File: src/rtl/usb_hub_repeater_ctrl_if.sv
`default_nettype none
// ============================================================================
//  Module   : usb_hub_repeater_ctrl_if
//  Purpose  : Bundles the SOP/EOP pulses, port enables and repeater
//             direction outputs that pass between the line-state front ends,
//             the hub control logic and usb_hub_repeater_ctrl.
//  Modports : master - front ends / hub control (drive pulses and enables,
//                      observe direction controls)
//             slave  - usb_hub_repeater_ctrl (observe pulses and enables,
//                      drive direction controls)
//  Signals  : host_sop, host_eop      host-port packet delimiters (1 bit)
//             dev_sop, dev_eop        per-device-port delimiters (N bits)
//             port_enable             per-port enable level (N bits)
//             down_en                 broadcast drive enables (N bits)
//             up_sel, up_en           upstream port select / host drive
//             busy                    controller not idle
//             port_babble             sticky per-port babble flags (N bits)
//             babble_pulse            one-cycle babble indication
//  Revision : 1.0 - initial release
// ============================================================================
interface usb_hub_repeater_ctrl_if #(
    parameter int NUM_USB_DEVICES = 16
);
    logic                       host_sop;
    logic                       host_eop;
    logic [NUM_USB_DEVICES-1:0] dev_sop;
    logic [NUM_USB_DEVICES-1:0] dev_eop;
    logic [NUM_USB_DEVICES-1:0] port_enable;
    logic [NUM_USB_DEVICES-1:0] down_en;
    logic [NUM_USB_DEVICES-1:0] up_sel;
    logic                       up_en;
    logic                       busy;
    logic [NUM_USB_DEVICES-1:0] port_babble;
    logic                       babble_pulse;

    modport master (
        output host_sop, host_eop, dev_sop, dev_eop, port_enable,
        input  down_en, up_sel, up_en, busy, port_babble, babble_pulse
    );

    modport slave (
        input  host_sop, host_eop, dev_sop, dev_eop, port_enable,
        output down_en, up_sel, up_en, busy, port_babble, babble_pulse
    );
endinterface
`default_nettype wire

File: src/rtl/usb_hub_repeater_ctrl.sv
`default_nettype none
// ============================================================================
//  Module   : usb_hub_repeater_ctrl
//  Purpose  : Per-packet direction control of the hub repeater. Either the
//             host broadcasts to every enabled, non-babbling device port, or
//             one device port (granted round-robin) drives the host. Packets
//             that outlive MAX_PKT_CYCLES are cut off as babble; an upstream
//             babbler is flagged and locked out until its enable drops.
//  Ports    : hi_clock  - sole clock, rising edge
//             reset     - synchronous, active-high
//             bus       - usb_hub_repeater_ctrl_if.slave (pulses in,
//                         registered direction controls out)
//  Revision : 1.0 - initial release
// ============================================================================
module usb_hub_repeater_ctrl #(
    parameter int NUM_USB_DEVICES = 16,
    parameter int MAX_PKT_CYCLES  = 1023,
    parameter int GAP_CYCLES      = 4
) (
    input wire                     hi_clock,
    input wire                     reset,
    usb_hub_repeater_ctrl_if.slave bus
);
    localparam int c_n       = NUM_USB_DEVICES;
    localparam int c_cnt_top = (MAX_PKT_CYCLES > GAP_CYCLES) ? MAX_PKT_CYCLES : GAP_CYCLES;
    localparam int c_cnt_w   = $clog2(c_cnt_top + 1);
    localparam int c_lg_w    = $clog2(c_n);

    localparam logic [c_cnt_w-1:0] c_pkt_lim = c_cnt_w'(MAX_PKT_CYCLES);
    localparam logic [c_cnt_w-1:0] c_gap_lim = c_cnt_w'(GAP_CYCLES);
    localparam logic [c_cnt_w-1:0] c_cnt_sat = c_cnt_w'(c_cnt_top);
    localparam logic [c_lg_w-1:0]  c_lg_rst  = c_lg_w'(c_n - 1);

    localparam logic [1:0] c_st_idle = 2'd0;
    localparam logic [1:0] c_st_down = 2'd1;
    localparam logic [1:0] c_st_up   = 2'd2;
    localparam logic [1:0] c_st_gap  = 2'd3;

    logic [1:0]         r_state,        w_state_nx;
    logic [c_cnt_w-1:0] r_cnt,          w_cnt_nx;
    logic [c_lg_w-1:0]  r_last_grant,   w_lg_nx;
    // A timeout is decided on the state transition but reported one edge
    // later, so the babble indications line up with the enables dropping.
    logic               r_to_pend,      w_to_pend_nx;
    logic               r_to_up,        w_to_up_nx;

    logic [c_n-1:0]     r_down_en,      w_down_en_nx;
    logic [c_n-1:0]     r_up_sel,       w_up_sel_nx;
    logic               r_up_en,        w_up_en_nx;
    logic               r_busy,         w_busy_nx;
    logic [c_n-1:0]     r_port_babble,  w_port_babble_nx;
    logic               r_babble_pulse, w_babble_nx;

    logic [c_cnt_w-1:0] w_cnt_inc;
    logic [c_n-1:0]     w_req;
    logic [c_n-1:0]     w_grant_oh;
    logic               w_found;
    logic [c_lg_w-1:0]  w_pick;
    logic [c_lg_w-1:0]  w_idx;
    int                 w_sum;

    assign w_cnt_inc  = (r_cnt == c_cnt_sat) ? r_cnt : r_cnt + 1'b1;
    assign w_req      = bus.dev_sop & bus.port_enable & ~r_port_babble;
    assign w_grant_oh = {{(c_n-1){1'b0}}, 1'b1} << r_last_grant;

    // Round-robin search: first requester at or after last_grant+1, mod N.
    always_comb begin
        w_found = 1'b0;
        w_pick  = r_last_grant;
        w_idx   = '0;
        w_sum   = 0;
        for (int i = 0; i < c_n; i++) begin
            w_sum = (int'(r_last_grant) + 1 + i) % c_n;
            w_idx = c_lg_w'(w_sum);
            if (!w_found && w_req[w_idx]) begin
                w_found = 1'b1;
                w_pick  = w_idx;
            end
        end
    end

    // Next-state and next-output logic.
    always_comb begin
        w_state_nx   = r_state;
        w_cnt_nx     = r_cnt;
        w_lg_nx      = r_last_grant;
        w_to_pend_nx = 1'b0;
        w_to_up_nx   = 1'b0;

        case (r_state)
            c_st_idle: begin
                w_cnt_nx = '0;
                if (bus.host_sop) begin
                    w_state_nx = c_st_down;
                end else if (w_found) begin
                    w_state_nx = c_st_up;
                    w_lg_nx    = w_pick;
                end
            end
            c_st_down: begin
                if (bus.host_eop) begin
                    w_state_nx = c_st_gap;
                    w_cnt_nx   = '0;
                end else if (w_cnt_inc == c_pkt_lim) begin
                    w_state_nx   = c_st_gap;
                    w_cnt_nx     = '0;
                    w_to_pend_nx = 1'b1;
                end else begin
                    w_cnt_nx = w_cnt_inc;
                end
            end
            c_st_up: begin
                // A regular EOP or the port being disabled both end the
                // packet cleanly; neither counts as babble.
                if (bus.dev_eop[r_last_grant] || !bus.port_enable[r_last_grant]) begin
                    w_state_nx = c_st_gap;
                    w_cnt_nx   = '0;
                end else if (w_cnt_inc == c_pkt_lim) begin
                    w_state_nx   = c_st_gap;
                    w_cnt_nx     = '0;
                    w_to_pend_nx = 1'b1;
                    w_to_up_nx   = 1'b1;
                end else begin
                    w_cnt_nx = w_cnt_inc;
                end
            end
            c_st_gap: begin
                if (w_cnt_inc >= c_gap_lim) begin
                    w_state_nx = c_st_idle;
                    w_cnt_nx   = '0;
                end else begin
                    w_cnt_nx = w_cnt_inc;
                end
            end
            default: begin
                w_state_nx = c_st_idle;
                w_cnt_nx   = '0;
            end
        endcase

        w_down_en_nx     = (r_state == c_st_down) ? (bus.port_enable & ~r_port_babble) : '0;
        w_up_en_nx       = (r_state == c_st_up);
        w_up_sel_nx      = (r_state == c_st_up) ? w_grant_oh : '0;
        w_busy_nx        = (r_state != c_st_idle);
        w_babble_nx      = r_to_pend;
        // Set wins over the enable-low clear.
        w_port_babble_nx = (r_port_babble & bus.port_enable) | (r_to_up ? w_grant_oh : '0);
    end

    always_ff @(posedge hi_clock) begin
        if (reset) begin
            r_state        <= c_st_idle;
            r_cnt          <= '0;
            r_last_grant   <= c_lg_rst;
            r_to_pend      <= 1'b0;
            r_to_up        <= 1'b0;
            r_down_en      <= '0;
            r_up_sel       <= '0;
            r_up_en        <= 1'b0;
            r_busy         <= 1'b0;
            r_port_babble  <= '0;
            r_babble_pulse <= 1'b0;
        end else begin
            r_state        <= w_state_nx;
            r_cnt          <= w_cnt_nx;
            r_last_grant   <= w_lg_nx;
            r_to_pend      <= w_to_pend_nx;
            r_to_up        <= w_to_up_nx;
            r_down_en      <= w_down_en_nx;
            r_up_sel       <= w_up_sel_nx;
            r_up_en        <= w_up_en_nx;
            r_busy         <= w_busy_nx;
            r_port_babble  <= w_port_babble_nx;
            r_babble_pulse <= w_babble_nx;
        end
    end

    assign bus.down_en      = r_down_en;
    assign bus.up_sel       = r_up_sel;
    assign bus.up_en        = r_up_en;
    assign bus.busy         = r_busy;
    assign bus.port_babble  = r_port_babble;
    assign bus.babble_pulse = r_babble_pulse;
endmodule
`default_nettype wire

File: src/flat_wrapper.sv
// flat-port wrapper written by rule: the top's interface ports become plain ports
module usb_hub_repeater_ctrl_flat 
#(
    parameter int NUM_USB_DEVICES = 16,
    parameter int MAX_PKT_CYCLES  = 1023,
    parameter int GAP_CYCLES      = 4
)
  (hi_clock, reset, bus_host_sop, bus_host_eop, bus_dev_sop, bus_dev_eop, bus_port_enable, bus_down_en, bus_up_sel, bus_up_en, bus_busy, bus_port_babble, bus_babble_pulse);
  usb_hub_repeater_ctrl_if #(.NUM_USB_DEVICES(NUM_USB_DEVICES)) bus_i ();
  input wire hi_clock;
  input wire reset;
  input wire logic [$bits(bus_i.host_sop)-1:0] bus_host_sop;
  input wire logic [$bits(bus_i.host_eop)-1:0] bus_host_eop;
  input wire logic [$bits(bus_i.dev_sop)-1:0] bus_dev_sop;
  input wire logic [$bits(bus_i.dev_eop)-1:0] bus_dev_eop;
  input wire logic [$bits(bus_i.port_enable)-1:0] bus_port_enable;
  output wire logic [$bits(bus_i.down_en)-1:0] bus_down_en;
  output wire logic [$bits(bus_i.up_sel)-1:0] bus_up_sel;
  output wire logic [$bits(bus_i.up_en)-1:0] bus_up_en;
  output wire logic [$bits(bus_i.busy)-1:0] bus_busy;
  output wire logic [$bits(bus_i.port_babble)-1:0] bus_port_babble;
  output wire logic [$bits(bus_i.babble_pulse)-1:0] bus_babble_pulse;
  assign bus_i.host_sop = bus_host_sop;
  assign bus_i.host_eop = bus_host_eop;
  assign bus_i.dev_sop = bus_dev_sop;
  assign bus_i.dev_eop = bus_dev_eop;
  assign bus_i.port_enable = bus_port_enable;
  assign bus_down_en = bus_i.down_en;
  assign bus_up_sel = bus_i.up_sel;
  assign bus_up_en = bus_i.up_en;
  assign bus_busy = bus_i.busy;
  assign bus_port_babble = bus_i.port_babble;
  assign bus_babble_pulse = bus_i.babble_pulse;
  usb_hub_repeater_ctrl #(.NUM_USB_DEVICES(NUM_USB_DEVICES), .MAX_PKT_CYCLES(MAX_PKT_CYCLES), .GAP_CYCLES(GAP_CYCLES)) u_core (.hi_clock(hi_clock), .reset(reset), .bus(bus_i));
endmodule
File: config.mk
export PLATFORM = sky130hd
export DESIGN_NAME = usb_hub_repeater_ctrl_flat
export DESIGN_NICKNAME = d
export VERILOG_FILES = /design/src/rtl/usb_hub_repeater_ctrl_if.sv /design/src/rtl/usb_hub_repeater_ctrl.sv /design/src/flat_wrapper.sv
export SDC_FILE = /design/constraint.sdc
export NUM_CORES = 1
export LEC_CHECK = 0
export ABC_CLOCK_PERIOD_IN_PS = 7100
export CORE_ASPECT_RATIO = 0.6
export CORE_MARGIN = 2
export CORE_UTILIZATION = 45
export DETAILED_ROUTE_END_ITERATION = 6
export PLACE_DENSITY = 0.67
export SETUP_SLACK_MARGIN = 0.15
export SLEW_MARGIN = 40
export SYNTH_ARGS = -nofsm -noshare
export SYNTH_HDL_FRONTEND = slang
export SYNTH_SLANG_ARGS = --single-unit
File: constraint.sdc
create_clock -name hi_clock -period 7.1 [get_ports hi_clock]
set_clock_uncertainty 0.05 [all_clocks]
set_input_delay 2.13 -clock hi_clock [delete_from_list [all_inputs] [get_ports hi_clock]]
set_output_delay 2.13 -clock hi_clock [all_outputs]
set_load 0.005 [all_outputs]
Word level (Yosys, flattened, before mapping):

Cells that the tools add are included.

* mux-type cells: 86
* divide/modulo/power cells: 0
* eq/ne operators: 7
* $add $sub $neg: 17
* reductions and logical operators: 39
* shift-type cells: 1
* $lt $le $gt $ge: 18
* bitwise logic cells: 9
* $mul: 0

Operator list (count)
* 4-bit by 5-bit < comparator with 1-bit output, second input constant: 17
* 1-bit binary-select mux with 4-bit select: 18
* 16-bit AND: 4
* 4-bit 2-to-1 mux: 16
* 10-bit 2-to-1 mux: 5
* 10-bit case mux with 4 select lines: 1
* 1-bit 2-to-1 mux: 37
* 4-bit adder, second input constant: 8
* 10-bit equality test, second input constant: 2
* 4-bit by 3-bit adder with 4-bit output, second input constant: 4
* 1-bit zero test: 16
* 16-bit 2-to-1 mux: 1
* 16-bit NOT: 1
* 16-bit bitwise OR: 1
* 16-bit nonzero test: 1
* 1-bit by 4-bit << shifter with 16-bit output, first input constant: 1
* 1-bit logical AND: 15
* 2-bit 2-to-1 mux: 6
* 10-bit by 1-bit adder with 10-bit output, second input constant: 1
* 10-bit by 3-bit greater-or-equal comparator with 1-bit output, second input constant: 1
* 4-bit by 1-bit adder with 4-bit output, second input constant: 2
* 4-bit by 2-bit adder with 4-bit output, second input constant: 2
* 2-bit case mux with 4 select lines: 1
* 2-bit equality test, second input constant: 2
* other kinds (11): 14

* word-level logic and storage cells: 188
* memories kept: 0
* bits in registers: 69
* memory bits (read-only): 0
* latch bits: 0
* input bits: 52
* RAM bits: 0

Longest topological paths before layout:

Gate-level depths: netlist (run 1).

* depth in word-level cells: 53
* depth in mapped cells: 20

Worst setup path after synthesis (run 1):

No wires, ideal clock.

* kind: in2reg
* from: in bus_port_enable[8]
* to: reg u_core.r_last_grant[2]
* stages: 10
* setup slack: 1.946 ns
* data required time: 6.934 ns
* data arrival time: 4.989 ns
* path buffers: 1
* path through: and3b_1 > mux4_1 > mux4_2 > or3_1 > buf_2 > or4_4 > o31ai_4 > a21o_1 > a31oi_1 > a31o_1

* word-level cells in the longest chain between the ends: 51
* elaborated cells between the ends (all ways): 97
* classes of those cells: mux (63); bitwise (2); reduce/logical (32)

Ends and longest elaborated chain
* from (decl): line flat_wrapper.sv:16 `input wire logic [$bits(bus_i.port_enable)-1:0] bus_port_enable;`
* 16-bit AND * (2 in series): line usb_hub_repeater_ctrl.sv:63 `assign w_req = bus.dev_sop & bus.port_enable & ~r_port_babble;`
* 1-bit binary-select mux with 4-bit select: line usb_hub_repeater_ctrl.sv:75 `if (!w_found && w_req[w_idx]) begin`
* 1-bit 2-to-1 mux (not written as such): line usb_hub_repeater_ctrl.sv:75
* 1-bit 2-to-1 mux: line usb_hub_repeater_ctrl.sv:75
* 1-bit zero test: line usb_hub_repeater_ctrl.sv:75
* 1-bit logical AND: line usb_hub_repeater_ctrl.sv:75
* 1-bit 2-to-1 mux: line usb_hub_repeater_ctrl.sv:75
* 1-bit zero test: line usb_hub_repeater_ctrl.sv:75
* [... 34 more ...]
* 1-bit 2-to-1 mux: line usb_hub_repeater_ctrl.sv:75
* 1-bit zero test: line usb_hub_repeater_ctrl.sv:75
* 1-bit logical AND: line usb_hub_repeater_ctrl.sv:75
* 1-bit 2-to-1 mux: line usb_hub_repeater_ctrl.sv:75
* 1-bit zero test: line usb_hub_repeater_ctrl.sv:75
* 1-bit logical AND: line usb_hub_repeater_ctrl.sv:75
* 16-bit nonzero test (no line) / 1-bit 2-to-1 mux (equally long branches)
* 4-bit AND reduction (no line)
* to (signal assigned): line usb_hub_repeater_ctrl.sv:154 `r_last_grant <= c_lg_rst;`
* to (signal assigned): line usb_hub_repeater_ctrl.sv:166 `r_last_grant <= w_lg_nx;`
* to (decl): line usb_hub_repeater_ctrl.sv:41 `logic [c_lg_w-1:0] r_last_grant, w_lg_nx;`

Mark *: on every way between the ends. The rest lies on a longest branch, timed or not. The select of a mux whose other input is x is not followed.
A chain may end at the register's enable or synchronous reset.

Worst setup path in the final report (run 1):

* from: in bus_port_enable[11]
* to: reg u_core.r_last_grant[2]

Same word-level chain as after synthesis.

==> results.py, run 1 <==
metrics = {
    "sta": {
        "whs_ns": 0.4129,
        "tns_ns": 0,
        "slew_violations": 0,
        "fmax_mhz": 173.5,
        "setup_viol": 0,
        "rsz0062_at_grt": "false",
        "hold_viol_final": 0,
        "worst_slack_ns": 1.336,
        "slew_headroom_pct": 49.79,
        "fin_crit_sh_pct": 81.18,
        "period_minus_slack_ns": 5.764,
        "tightest_slew_ns": 0.7468,
    },
    "floorplanning": {
        "fp-row-count": 32,
        "coreArea_um2": 12930,
        "die-area_um2": 14340,
        "die_h_um": 93.56,
        "start_util_pct": 46.52,
        "ios": 103,
        "die_w_um": 153.3,
    },
    "synthesis": {
        "muxShareOfSynthArea_pct": 19.18,
        "synth-simple-area-share_pct": 27.64,
        "synth_edf_count": 0,
        "yosysTopAreaCell": "dfxtp_1",
        "avgSynthCellArea_um2": 8.744,
        "synth.top_cell.area_share_pct": 22.96,
        "syn_area_um2": 6016,
        "synth_cell_types": 80,
        "synth-seq-area-share_pct": 22.96,
        "ys_top_cells_by_area": "dfxtp_1 (23%), mux4_2 (12%), nor2_1 (4.2%)",
        "synth_top_family_by_area": "simple AND/OR/NAND/NOR gates",
        "synthAdderAreaFrac_pct": 3.536,
        "synth-seq-cells": 69,
        "synth_cells": 688,
        "synth-xor-area-share_pct": 2.433,
        "synth-compound-area-share_pct": 19.72,
        "synthArstFlopShare_pct": 0,
        "syn_nets": 757,
        "ys_warn_count": 0,
        "ys.flop_type": "dfxtp_1",
    },
    "worst_setup_path": {
        "crit_chain": "clkdlybuf4s50_1 > and3b_1 > mux4_1 > mux4_2 > or3_1 > or4_4 > o31ai_4 > a21o_1 > a31oi_1 > a31o_1",
        "worst-r2r-cell-count": 14,
        "cp.arrival_ns": 5.94,
        "reg2reg_to": "u_core.r_last_grant[0]$_SDFFE_PP1P_",
        "cp_top_family": "simple AND/OR/NAND/NOR gates",
        "path_depth": 10,
        "rr_startpoint": "u_core.r_last_grant[2]$_SDFFE_PP1P_",
        "path_buf_inv": 1,
        "r2r_slack_ns": 2.04,
        "slowest_stage": "mux4_2",
        "cp.required_ns": 7.28,
        "criticalPathCategory": "in -> reg",
        "startpoint_type": "input port",
        "crit_path_max_incr_delay_ns": 0.59,
        "startpoint": "bus_port_enable[11]",
        "worst-path-max-fanout": 7,
        "critPathCaptureType": "flop",
    },
    "drt": {
        "postRouteAntennaNets": 0,
        "num_vias": 6419,
        "wl_per_cell_um": 24.56,
        "dr.pass1.iters": 6,
        "drc": 0,
        "initialDrtViolationCount": 714,
        "wirelength_um": 23290,
        "via_per_inst": 6.771,
    },
    "clock_network": {
        "post_cts_buffers": 0,
        "h-tree-depth": 3,
        "cts.sinks": 69,
        "clkLatencyLatePin_ns": 0.34,
        "cts_buffer_depth": 2,
        "hold_buffers": 0,
        "cts_resized": 0,
        "root_buffer": "clkbuf_16",
        "clk_pin_slew_ns": 0.06,
        "cts_buffers": 9,
        "cts_tree": "built",
    },
    "global_routing": {
        "grt_usage_pct": 32.84,
        "grt_max_degree": 47,
        "grt_pass1_vias": 5920,
        "grt_overflow": 0,
        "antenna_found_initial": 0,
        "grt_pass1_wl_um": 35900,
    },
    "cells_and_area": {
        "diodes": 0,
        "drive_above_1_share_pct": 11.05,
        "layout_common_cells": "clkdlybuf4s50_1 (102), dfxtp_1 (68), nor2_1 (67), nand2_1 (51), mux4_2 (33)",
        "nets": 842,
        "final_common_cell": "clkdlybuf4s50_1",
        "syn_to_final_growth_pct": 24.81,
    },
    "min_path": {
        "min_to": "u_core.bus.babble_pulse$_SDFF_PP0_",
        "hp-start": "u_core.r_to_pend$_SDFF_PP0_",
        "hold_depth": 1,
        "hold_class": "reg -> reg",
    },
    "flow_run": {
        "cap_violations": 0,
    },
    "status": {
        "status": "finished, final reports clean",
    },
    "pwr": {
        "vdd_drop_max_v": 0.0002770,
        "p_leak_nw": 2.794,
        "power.density_nw_per_um2": 535.4,
    },
    "place": {
        "gp_congestion": 1.057,
        "place_ws_ns": 1.070,
        "io_buffers": 102,
        "hpwl_um": 18140,
    },
}
per-stage QoR:
| step | std cells | util [%] | power (mW) | area (um^2) |
|---|---|---|---|---|
| 2_1_floorplan | 688 | - | 2.496 | 6016 |
| 5_1_grt | 948 | 58.06 | 4.232 | 7508 |
| 4_1_cts | 948 | 57.98 | 3.870 | 7498 |
| 3_3_place_gp | 932 | 55.34 | 3.380 | 7157 |
| 3_5_place_dp | 932 | 55.41 | 3.353 | 7166 |
| 6_report | 948 | 58.06 | 4.020 | 7508 |
worst max path at each step:
| stage | endpoint | slack, ns |
|---|---|---|
| finish | u_core.r_last_grant[2]$_SDFFE_PP1P_ | 1.34 |
| global placement | u_core.r_last_grant[2]$_SDFFE_PP1P_ | 1.12 |
| CTS | u_core.r_last_grant[2]$_SDFFE_PP1P_ | 1.41 |
| global route | u_core.r_last_grant[2]$_SDFFE_PP1P_ | 1.25 |
| detailed placement | u_core.r_last_grant[2]$_SDFFE_PP1P_ | 1.07 |
| floorplan | u_core.r_last_grant[2]$_SDFFE_PP1P_ | 1.95 |
layer usage:
layer | vias to the layer above | part of all wire, % | GRT usage (%)
li1 | 2851 | - | -
met1 | 3074 | 46 | 48.29
met2 | 455 | 38 | 43.97
met3 | 39 | 14 | 14.13
met4 | 0 | 1.6 | 6.636
met5 | - | 0 | 0
power by group:
part / internal (mW) / switching (mW)
clock network: 0.320 / 0.186
logic: 1.11 / 1.95
registers: 0.417 / 0.0408
cell type report:
cell class | count | area, um^2
clock buffers | 10 | 239.0
clock inverters | 6 | 93.84
fillers | 1139 | 5424
inverters | 26 | 97.59
multi-input cells | 554 | 4379
flip-flops and latches | 69 | 1383
well taps | 170 | 212.7
repair buffers | 113 | 1104
registers in the layout, indices dropped and copies added (netlist names), 2 cells and up:
register and flops:
u_core.bus.down_en 16, u_core.bus.port_babble 16, u_core.r_state 2, u_core.r_cnt 10, u_core.r_last_grant 4, u_core.bus.up_sel 16
kinds of logic (layout without fill, tap and decap cells):
group	count (synthesis)	count (layout)
and+or+nand+nor	295	295
AOI/OAI and AO/OA	159	159
DFF	69	69
muxes	68	68
buffers and inverters	65	155
adders and majority gates	17	17
xor gates and xnor gates	15	15
synthesized netlist by cell type (all sizes together), types with 20 or more instances:
cell type and count:
a21oi 22, clkbuf 22, dfxtp 69, inv 25
mux2i 23, mux4 36, nand2 51, nand3 20
nand3b 22, nor2 68, nor3 24
worst register-to-register path, stage by stage (launching register included):
cell and delay, ns:
dfxtp_1 0.80, inv_1 0.38, ha_1 0.41, buf_4 0.24
ha_1 0.24, nor2b_1 0.14, a211oi_1 0.32, nor2_1 0.19
o31ai_1 0.68, nor3_1 0.22, and2_1 0.25, nand2_1 0.24
o21ai_0 0.14, nor4_1 0.42, mux2i_1 0.26
Note: power is estimated with default switching activity, not from simulation.
==> inputs of run 2 (changes only) <==
--- a/config.mk
+++ b/config.mk
@@ -5,7 +5,7 @@
 export SDC_FILE = /design/constraint.sdc
 export NUM_CORES = 1
 export LEC_CHECK = 0
-export ABC_CLOCK_PERIOD_IN_PS = 7100
+export ABC_CLOCK_PERIOD_IN_PS = 5790
 export CORE_ASPECT_RATIO = 0.6
 export CORE_MARGIN = 2
 export CORE_UTILIZATION = 45
==> constraint.sdc (replaced) <==
create_clock -name hi_clock -period 5.79 [get_ports hi_clock]
set_clock_uncertainty 0.05 [all_clocks]
set_input_delay 1.737 -clock hi_clock [delete_from_list [all_inputs] [get_ports hi_clock]]
set_output_delay 1.737 -clock hi_clock [all_outputs]
set_load 0.005 [all_outputs]
==> results.py, run 2 (same netlist as run 1, synthesis figures left out) <==
metrics = {
    "pwr": {
        "power.density_nw_per_um2": 667.5,
        "vdd_drop_max_v": 0.0003553,
        "p_leak_nw": 2.868,
        "finalPower_mw": 5.078,
    },
    "worst_setup_path": {
        "cp.required_ns": 6.00,
        "worst-path-max-fanout": 7,
        "cp.arrival_ns": 5.45,
        "critPathCaptureType": "flop",
        "criticalPathCategory": "in -> reg",
        "startpoint_type": "input port",
    },
    "cells_and_area": {
        "design_area_um2": 7607,
        "final_common_cell": "clkdlybuf4s50_1",
        "syn_to_final_growth_pct": 26.46,
        "layout_common_cells": "clkdlybuf4s50_1 (102), dfxtp_1 (69), nor2_1 (67), nand2_1 (51), mux4_2 (33)",
        "nets": 861,
        "diodes": 0,
        "drive_above_1_share_pct": 12.80,
        "n_fill_cell": 1171,
    },
    "clock_network": {
        "clk_pin_slew_ns": 0.07,
        "cts_tree": "built",
        "clkLatencyLatePin_ns": 0.33,
        "h-tree-depth": 3,
        "cts_buffers": 9,
        "cts_buffer_depth": 2,
        "cts_resized": 0,
        "hold_buffers": 0,
        "post_cts_buffers": 0,
        "root_buffer": "clkbuf_16",
        "cts.sinks": 69,
    },
    "drt": {
        "initialDrtViolationCount": 705,
        "wirelength_um": 23840,
        "num_vias": 6473,
        "drc": 0,
        "dr.pass1.iters": 5,
        "postRouteAntennaNets": 0,
        "via_per_inst": 6.694,
        "wl_per_cell_um": 24.65,
    },
    "sta": {
        "slew_violations": 0,
        "worst_slack_ns": 0.5501,
        "setup_viol": 0,
        "rsz0062_at_grt": "false",
        "slew_headroom_pct": 51.48,
        "fmax_mhz": 190.8,
        "period_minus_slack_ns": 5.240,
        "whs_ns": 0.3989,
        "tightest_slew_ns": 0.7279,
        "hold_viol_final": 0,
        "fin_crit_sh_pct": 90.50,
        "tns_ns": 0,
    },
    "place": {
        "io_buffers": 102,
        "gp_congestion": 0.9861,
        "hpwl_um": 18820,
        "place_ws_ns": 0.2876,
        "dpl-instance-area_um2": 7307,
    },
    "min_path": {
        "hold_class": "reg -> reg",
    },
    "floorplanning": {
        "fp-row-count": 32,
        "die-area_um2": 14340,
        "die_h_um": 93.56,
        "start_util_pct": 46.52,
        "die_w_um": 153.3,
        "coreArea_um2": 12930,
        "ios": 103,
    },
    "global_routing": {
        "grt_pass1_wl_um": 36470,
        "grt_overflow": 0,
        "antenna_found_initial": 1,
        "grt_pass1_vias": 5964,
        "grt_usage_pct": 33.48,
        "grt_max_degree": 46,
    },
    "status": {
        "status": "finished, final reports clean",
    },
    "flow_run": {
        "cap_violations": 0,
    },
}
[run 2: metrics by stage]
stage          instances  util [%]
3_5_place_dp         951     56.50
3_3_place_gp         951     56.44
6_report             967     58.82
2_1_floorplan        688         -
5_1_grt              967     58.82
4_1_cts              967     58.82
[run 2: layout make-up]
class	count	area (um^2)	share of cell area [%]
Multi-Input combinational cell	554	4369	57.43
Tap cell	170	212.7	2.796
Clock buffer	9	225.2	2.961
Timing Repair Buffer	132	1246	16.38
Inverter	26	97.59	1.283
Sequential cell	69	1381	18.16
Clock inverter	7	75.07	0.9868
[run 2: per-layer routing]
| metal | GRT usage (%) | up-vias | share of wire, % |
|---|---|---|---|
| met3 | 10.70 | 23 | 13 |
| li1 | - | 2890 | - |
| met4 | 6.173 | 0 | 1.3 |
| met1 | 51.86 | 3124 | 46 |
| met5 | 0 | - | 0 |
| met2 | 44.64 | 436 | 39 |
[run 2: worst paths after layout]
| path | startpoint | cells after the start | end | slack [ns] |
|---|---|---|---|---|
| worst max-delay path | bus_port_enable[6] | 13 | u_core.r_last_grant[0]$_SDFFE_PP1P_ | 0.55 |
| worst min-delay path | u_core.r_to_pend$_SDFF_PP0_ | 1 | u_core.bus.babble_pulse$_SDFF_PP0_ | 0.40 |
| worst max register to register | u_core.r_last_grant[0]$_SDFFE_PP1P_ | 17 | u_core.r_last_grant[3]$_SDFFE_PP1P_ | 1.23 |
| worst min register to register | u_core.r_to_pend$_SDFF_PP0_ | 1 | u_core.bus.babble_pulse$_SDFF_PP0_ | 0.40 |
[run 2: power by group]
group          switching [mW]  internal, mW
Sequential             0.0284         0.511
Clock                   0.231         0.336
Combinational            2.47          1.50
Total                    2.73          2.34
[run 2: worst max-delay path, cell delays in order]
cell and delay (ns):
clkdlybuf4s50_1 0.60, nand3b_1 0.23, mux4_1 0.66, mux2_2 0.37
mux2i_1 0.35, or2_1 0.31, nor4_1 0.10, buf_4 0.16
nand2_1 0.07, buf_4 0.15, o21ai_0 0.10, nor4_1 0.38
mux2i_1 0.23
==> inputs of run 3 (changes only) <==
--- a/config.mk
+++ b/config.mk
@@ -6,6 +6,7 @@
 export NUM_CORES = 1
 export LEC_CHECK = 0
 export ABC_CLOCK_PERIOD_IN_PS = 5790
+export CAP_MARGIN = 20
 export CORE_ASPECT_RATIO = 0.6
 export CORE_MARGIN = 2
 export CORE_UTILIZATION = 45
==> results of run 3 <==
Final layout, timing and power as in run 2 (identical DEF).
